--- config.mk ---
export PLATFORM = sky130hd
export DESIGN_NAME = id_hazard_scoreboard
export DESIGN_NICKNAME = d
export VERILOG_FILES = /design/src/rtl/id_hazard_scoreboard.sv
export SDC_FILE = /design/constraint.sdc
export NUM_CORES = 1
export LEC_CHECK = 0
export ABC_AREA = 1
export CAP_MARGIN = 20
export CORE_MARGIN = 3
export CORE_UTILIZATION = 45
export DETAILED_ROUTE_END_ITERATION = 10
export PLACE_DENSITY = 0.73
export SLEW_MARGIN = 20
export SYNTH_ARGS = -nofsm -noshare
export SYNTH_HDL_FRONTEND = slang
export SYNTH_SLANG_ARGS = --single-unit
--- constraint.sdc ---
create_clock -name clk -period 6.7 [get_ports clk]
set_input_delay 1.34 -clock clk [delete_from_list [all_inputs] [get_ports clk]]
set_output_delay 1.34 -clock clk [all_outputs]
set_load 0.1 [all_outputs]
--- src/rtl/id_hazard_scoreboard.sv ---
// id_hazard_scoreboard: tracks EXE/MEM/WB destinations, raises stall/flush to IF/ID and registers EXE forwarding selects
module id_hazard_scoreboard #(
  parameter bit FORWARD_EN = 1'b1,
  parameter int CNT_W = 16
) (
  input  logic             clk,
  input  logic             rst,
  input  logic [4:0]       src1,
  input  logic [4:0]       src2,
  input  logic             src1_valid,
  input  logic             src2_valid,
  input  logic             is_branch,
  input  logic [4:0]       Dest,
  input  logic             WB_EN,
  input  logic             MEM_R_EN,
  input  logic             Br_taken,
  input  logic             freeze,
  output logic             hazard_stall,
  output logic             flush,
  output logic [1:0]       fwd_sel1,
  output logic [1:0]       fwd_sel2,
  output logic [CNT_W-1:0] stall_count
);
  typedef struct packed {
    logic [4:0] dest;
    logic       wb;
    logic       ld;
  } entry_t;
  // sb[0] = exe, sb[1] = mem, sb[2] = wb
  entry_t sb [3];
  logic m1e, m1m, m2e, m2m, raw;
  function automatic logic hit(entry_t e, logic [4:0] s, logic v);
    return v & e.wb & (e.dest == s) & (s != 5'd0);
  endfunction
  assign m1e = hit(sb[0], src1, src1_valid);
  assign m1m = hit(sb[1], src1, src1_valid);
  assign m2e = hit(sb[0], src2, src2_valid);
  assign m2m = hit(sb[1], src2, src2_valid);
  assign raw = FORWARD_EN ? (((m1e | m2e) & sb[0].ld) | (is_branch & (m1e | m2e | m1m | m2m)))
                          : (m1e | m2e | m1m | m2m);
  assign hazard_stall = rst & ~freeze & raw;
  assign flush = rst & Br_taken & ~hazard_stall & ~freeze;
  always_ff @(posedge clk or negedge rst) begin
    if (!rst) begin
      sb[0] <= '0;
      sb[1] <= '0;
      sb[2] <= '0;
      fwd_sel1 <= 2'd0;
      fwd_sel2 <= 2'd0;
      stall_count <= '0;
    end else if (!freeze) begin
      sb[2] <= sb[1];
      sb[1] <= sb[0];
      sb[0] <= hazard_stall ? entry_t'('0) : entry_t'{Dest, WB_EN, MEM_R_EN};
      fwd_sel1 <= (hazard_stall || !FORWARD_EN) ? 2'd0 : m1e ? 2'd1 : m1m ? 2'd2 : 2'd0;
      fwd_sel2 <= (hazard_stall || !FORWARD_EN) ? 2'd0 : m2e ? 2'd1 : m2m ? 2'd2 : 2'd0;
      stall_count <= stall_count + CNT_W'(hazard_stall && !(&stall_count));
    end
  end
endmodule

# Yosys cells after proc, flatten, opt, wreduce, memory -nomap -nowiden
# Cells that the tools add are included.
totals:
  register_bits: 33
  in_bits: 24
  out_inout_bits: 22
  word_cells: 50
classes:
  addsub: 1
  n_eq_ne: 4
  mux: 7
  bitwise: 25
  reduce_logical: 5
ops:
  columns: ["op", "n"]
  rows:
  - ["5-bit == test", 4]
  - ["1-bit AND", 19]
  - ["16-bit by 1-bit adder with 16-bit output", 1]
  - ["16-bit AND reduction", 1]
  - ["2-bit 2-to-1 mux", 6]
  - ["5-bit nonzero test", 2]
  - ["7-bit 2-to-1 mux", 1]
  - ["1-bit bitwise OR", 4]
  - ["1-bit NOT", 2]
  - ["1-bit logical AND", 1]
  - ["1-bit zero test", 1]

# Logic depth before layout (Yosys ltp)
depth:
  depth_word: 12
  mapped_depth: 19
  ltp_nobuf: 18

# Worst setup path before layout
# No wires, ideal clock.
synth_timing:
  path_kind: "input -> output"
  from: "input src2[3]"
  to: "output flush"
  arrival_time_ps: 3150
  required_ps: 5360
  setup_slack_ps: 2210
  path_stages: 9
  n_path_buf: 0
  cell_sequence: "inv_1 -> nand3_1 -> nor2_1 -> nor2_1 -> nand2_1 -> nand2_1 -> nand2_1 -> nand2_2 -> nor2_1"
synth_between:
  elab_chain_cells: 12
  word_cells_on_any_way: 17
  classes_between: "eq/ne (2); bitwise (14); reduce/logical (1)"
synth_lines:
  columns: ["element", "line", "source"]
  rows:
  - ["start, declared", "9", "input logic [4:0] src2,"]
  - ["5-bit == test", "33", "return v & e.wb & (e.dest == s) & (s != 5'd0);"]
  - ["1-bit AND (2 in a row)", "33", null]
  - ["1-bit bitwise OR (3 in a row)", null, null]
  - ["1-bit AND", "39", "assign raw = FORWARD_EN ? (((m1e | m2e) & sb[0].ld) | (is_branch & (m1e | m2e | m1m | m2m)))"]
  - ["1-bit bitwise OR *", "39", null]
  - ["1-bit AND *", "41", "assign hazard_stall = rst & ~freeze & raw;"]
  - ["1-bit NOT *", "42", "assign flush = rst & Br_taken & ~hazard_stall & ~freeze;"]
  - ["1-bit AND * (2 in a row)", "42", null]
  - ["end, declared", "19", "output logic flush,"]
# Every way passes the cells marked *; elsewhere a longest branch is shown, timed or not.

# Worst setup path in the final report
layout_timing:
  from: "input src1[3]"
  to: "output hazard_stall"
layout_between:
  elab_chain_cells: 9
  word_cells_on_any_way: 14
  classes_between: "eq/ne (2); bitwise (11); reduce/logical (1)"
layout_lines:
  columns: ["element", "line", "source"]
  rows:
  - ["start, declared", "8", "input logic [4:0] src1,"]
  - ["5-bit == test", "33", null]
  - ["1-bit AND (2 in a row)", "33", null]
  - ["1-bit bitwise OR (3 in a row)", null, null]
  - ["1-bit AND", "39", null]
  - ["1-bit bitwise OR *", "39", null]
  - ["1-bit AND *", "41", null]
  - ["end, declared", "18", "output logic hazard_stall,"]
# Marked as above.

==> results.yml <==
global_routing:
  grt_usage_pct: 18.8
  grt_pass1_vias: 1773
  antenna_found_initial: 0
  grt_max_degree: 40
  grt_busiest_layer: "met2"
  met1_usage_pct: 25.5
  use_met2_pct: 28.0
  grt-ovfl-total: 0
  gr-usage-met3_pct: 4.96
  grt_first_pass_wirelength_um: 7770
sta:
  slew_violations: 0
  fin_crit_sh_pct: 65.4
  finalSetupViolCount: 0
  max_slew_margin_pct: 34.3
  tns_ps: 0
  rsz0062_at_grt: "false"
  hold_viol_final: 0
  worst_slew_pin_slew_ps: 982
  fin_worst_skew_ps: 4.40
  max_clock_freq_mhz: 228
  period_minus_slack_ps: 4380
die:
  row_count: 23
  initial_utilization_pct: 48.3
  die-area_um2: 5280
  core_area_um2: 4140
  ios: 46
  die_h_um: 72.7
  die_x_um: 72.7
route:
  ant_nets: 0
  drc: 0
  via_count: 1826
  dr.pass1.iters: 4
  routed_wl_um: 4460
  via_per_inst: 4.73
  drtIter0Drc: 98
  drt-wirelength-per-cell_um: 11.6
critical_path:
  critical_path_class: "input pin to output port"
  setup.worst_path.end_class: "output port"
  path_buf_inv: 4
  max_stage_delay_ps: 520
  worst_path_dominant_cell_family: "buffers and inverters"
  crit_fanout: 13
  cp_common_cell: "nand2_1"
  crit_arrival_ps: 3040
  crit_path_cell_trace: "clkdlybuf4s50_1, inv_1, a21oi_1, nand2_1, nor2_1, nand2_1, nand2_1, nand2_1, nand2_2, nand2_4, inv_1, buf_4"
  cpMaxStageDelayCell: "clkdlybuf4s50_1"
  start_kind: "input pin"
  critPathRequiredTime_ps: 5360
clocking:
  cts_htree_levels: 2
  path_clk_slew_ps: 60
  cts_hold_buf: 0
  ctsResizeCount: 0
  clkLatencyLatePin_ps: 280
  numCtsBuffers: 5
  cts_setup_buffers: 0
  cts_tree: "yes"
  cts_buffer_depth: 2
  clockRootBuffer: "clkbuf_8"
  cts_sinks: 33
synthesis:
  yosys.cell_types.count: 27
  synth_top_area_share_pct: 41.3
  yosys_warnings: 0
  synth_edf_count: 0
  yosysSeqAreaShare_pct: 41.3
  synthArstFlopShare_pct: 100
  yosysTopAreaCell: "dfrtp_1"
  synthCells: 286
  ys_ff_latch: 33
  synth_commonest_cells: "nand2_1 (126), inv_1 (35), dfrtp_1 (33)"
  avgSynthCellArea_um2: 7.00
  post-synth-top-count-cell: "nand2_1"
  syn-num-nets: 313
  synth_area_leaders: "dfrtp_1 (41%), nand2_1 (24%), inv_1 (6.6%)"
  synth_ff_type: "dfrtp_1"
  synth.cell_area_um2: 2000
finish:
  drive_gt1_share_pct: 7.44
  diodes: 0
  nFillCells: 424
  final_nets: 362
  final_util_pct: 61.8
  area_delta_synth_final_pct: 28.1
pwr:
  p_leak_nw: 1.39
  power.density_cell_area_nw_per_um2: 174
  vdd_drop_max_uv: 127
placed_design:
  gp_congestion: 0.886
  dpl.hpwl_um: 3360
  numPortBuffers: 45
flow_run:
  drv_cap: 0
status:
  status: "completed"
worst_hold_path:
  hold_class: "flop to flop"
routing by layer:
metal	wire length, um	vias up	share of wire (%)
met5	0	-	0
met4	81	0	1.8
met3	202	7	4.5
met2	1880	34	42
met1	2300	831	51
li1	-	954	-
area by class of cell:
type | instances | area [um2] | area share (%)
clock inverters | 2 | 10.0 | 0.391
multi-input cells | 209 | 985 | 38.4
well taps | 50 | 62.6 | 2.44
repair buffers | 47 | 460 | 18.0
clock buffers | 6 | 72.6 | 2.83
inverters | 39 | 146 | 5.71
flip-flops and latches | 33 | 826 | 32.2
placed cells by master (no fill, tap or decap):
| master | instances |
|---|---|
| clkinv_2 | 2 |
| inv_1 | 35 |
| nor2_2 | 3 |
| nand2_1 | 126 |
| o21ai_0 | 6 |
| clkbuf_1 | 1 |
| nand3_2 | 1 |
| nor3b_1 | 2 |
| buf_4 | 4 |
| nand4_2 | 1 |
| or2_2 | 1 |
| nand2_4 | 1 |
| nand4_1 | 4 |
| clkdlybuf4s50_1 | 43 |
| dfrtp_1 | 33 |
| ha_1 | 3 |
| xor2_1 | 8 |
| nand2_2 | 3 |
| nor2_1 | 25 |
| clkinv_1 | 1 |
| nor4_1 | 1 |
| clkbuf_8 | 5 |
| inv_2 | 3 |
| nor2_4 | 1 |
| nand3_1 | 9 |
| xnor2_1 | 8 |
| a21oi_1 | 4 |
| nor3_1 | 2 |
worst paths after layout:
| kind | startpoint | end | slack (ps) | depth (start not counted) |
|---|---|---|---|---|
| hold / removal | sb[14] | sb[14] | 480 | 2 |
| setup / recovery | src1[3] | hazard_stall | 2320 | 12 |
| setup reg to reg | sb[16] | stall_count[8] | 4210 | 16 |
| hold reg to reg | sb[14] | sb[14] | 480 | 2 |
| min in group asynchronous | rst | sb[13] | 1470 | 2 |
| max in group asynchronous | rst | sb[17] | 4930 | 2 |
worst register-to-register path, stage by stage, from the launching register on:
cell and delay [ps]:
dfrtp_1 400, inv_1 80, nand2_1 70, nand3_1 70, nor2_1 130, nand2_1 110, nand2_1 80, nand2_1 60
nand2_2 80, nand2_4 110, nor2_2 100, ha_1 260, ha_1 180, nand2_1 80, nor2_1 260, nand4_1 160
xnor2_1 150
registers in the layout, indices dropped and copies added (netlist names):
signal	flops
sb	13
fwd_sel1	2
stall_count	16
fwd_sel2	2
power by group:
| group | internal [mW] | total, mW | leakage [nW] | switching, mW |
|---|---|---|---|---|
| registers | 0.209 | 0.220 | 0.440 | 0.0111 |
| clock network | 0.0719 | 0.142 | 0.0450 | 0.0705 |
| logic | 0.0322 | 0.0825 | 0.907 | 0.0503 |
per-stage QoR:
| step | instances | hold WS (ps) | area, um2 | setup WS [ps] | total power [mW] |
|---|---|---|---|---|---|
| 2_1_floorplan | 286 | 441 | 2000 | 2210 | 0.274 |
| 3_3_place_gp | 378 | 460 | 2480 | 2360 | 0.305 |
| 3_5_place_dp | 378 | 462 | 2480 | 2330 | 0.306 |
| 4_1_cts | 386 | 478 | 2560 | 2320 | 0.450 |
| 5_1_grt | 386 | 516 | 2560 | 2120 | 0.469 |
| 6_report | 386 | 479 | 2560 | 2320 | 0.445 |
kinds of logic after synthesis:
logic type	Yosys count	synth area share (%)
XOR/XNOR	16	7.00
flip-flops	33	41.3
buffers and inverters	44	9.51
adder cells (fa/ha/maj)	3	1.88
AO/OA/AOI/OAI	10	2.50
AND/OR/NAND/NOR	180	37.8
Power figures use the tool's default switching activity.
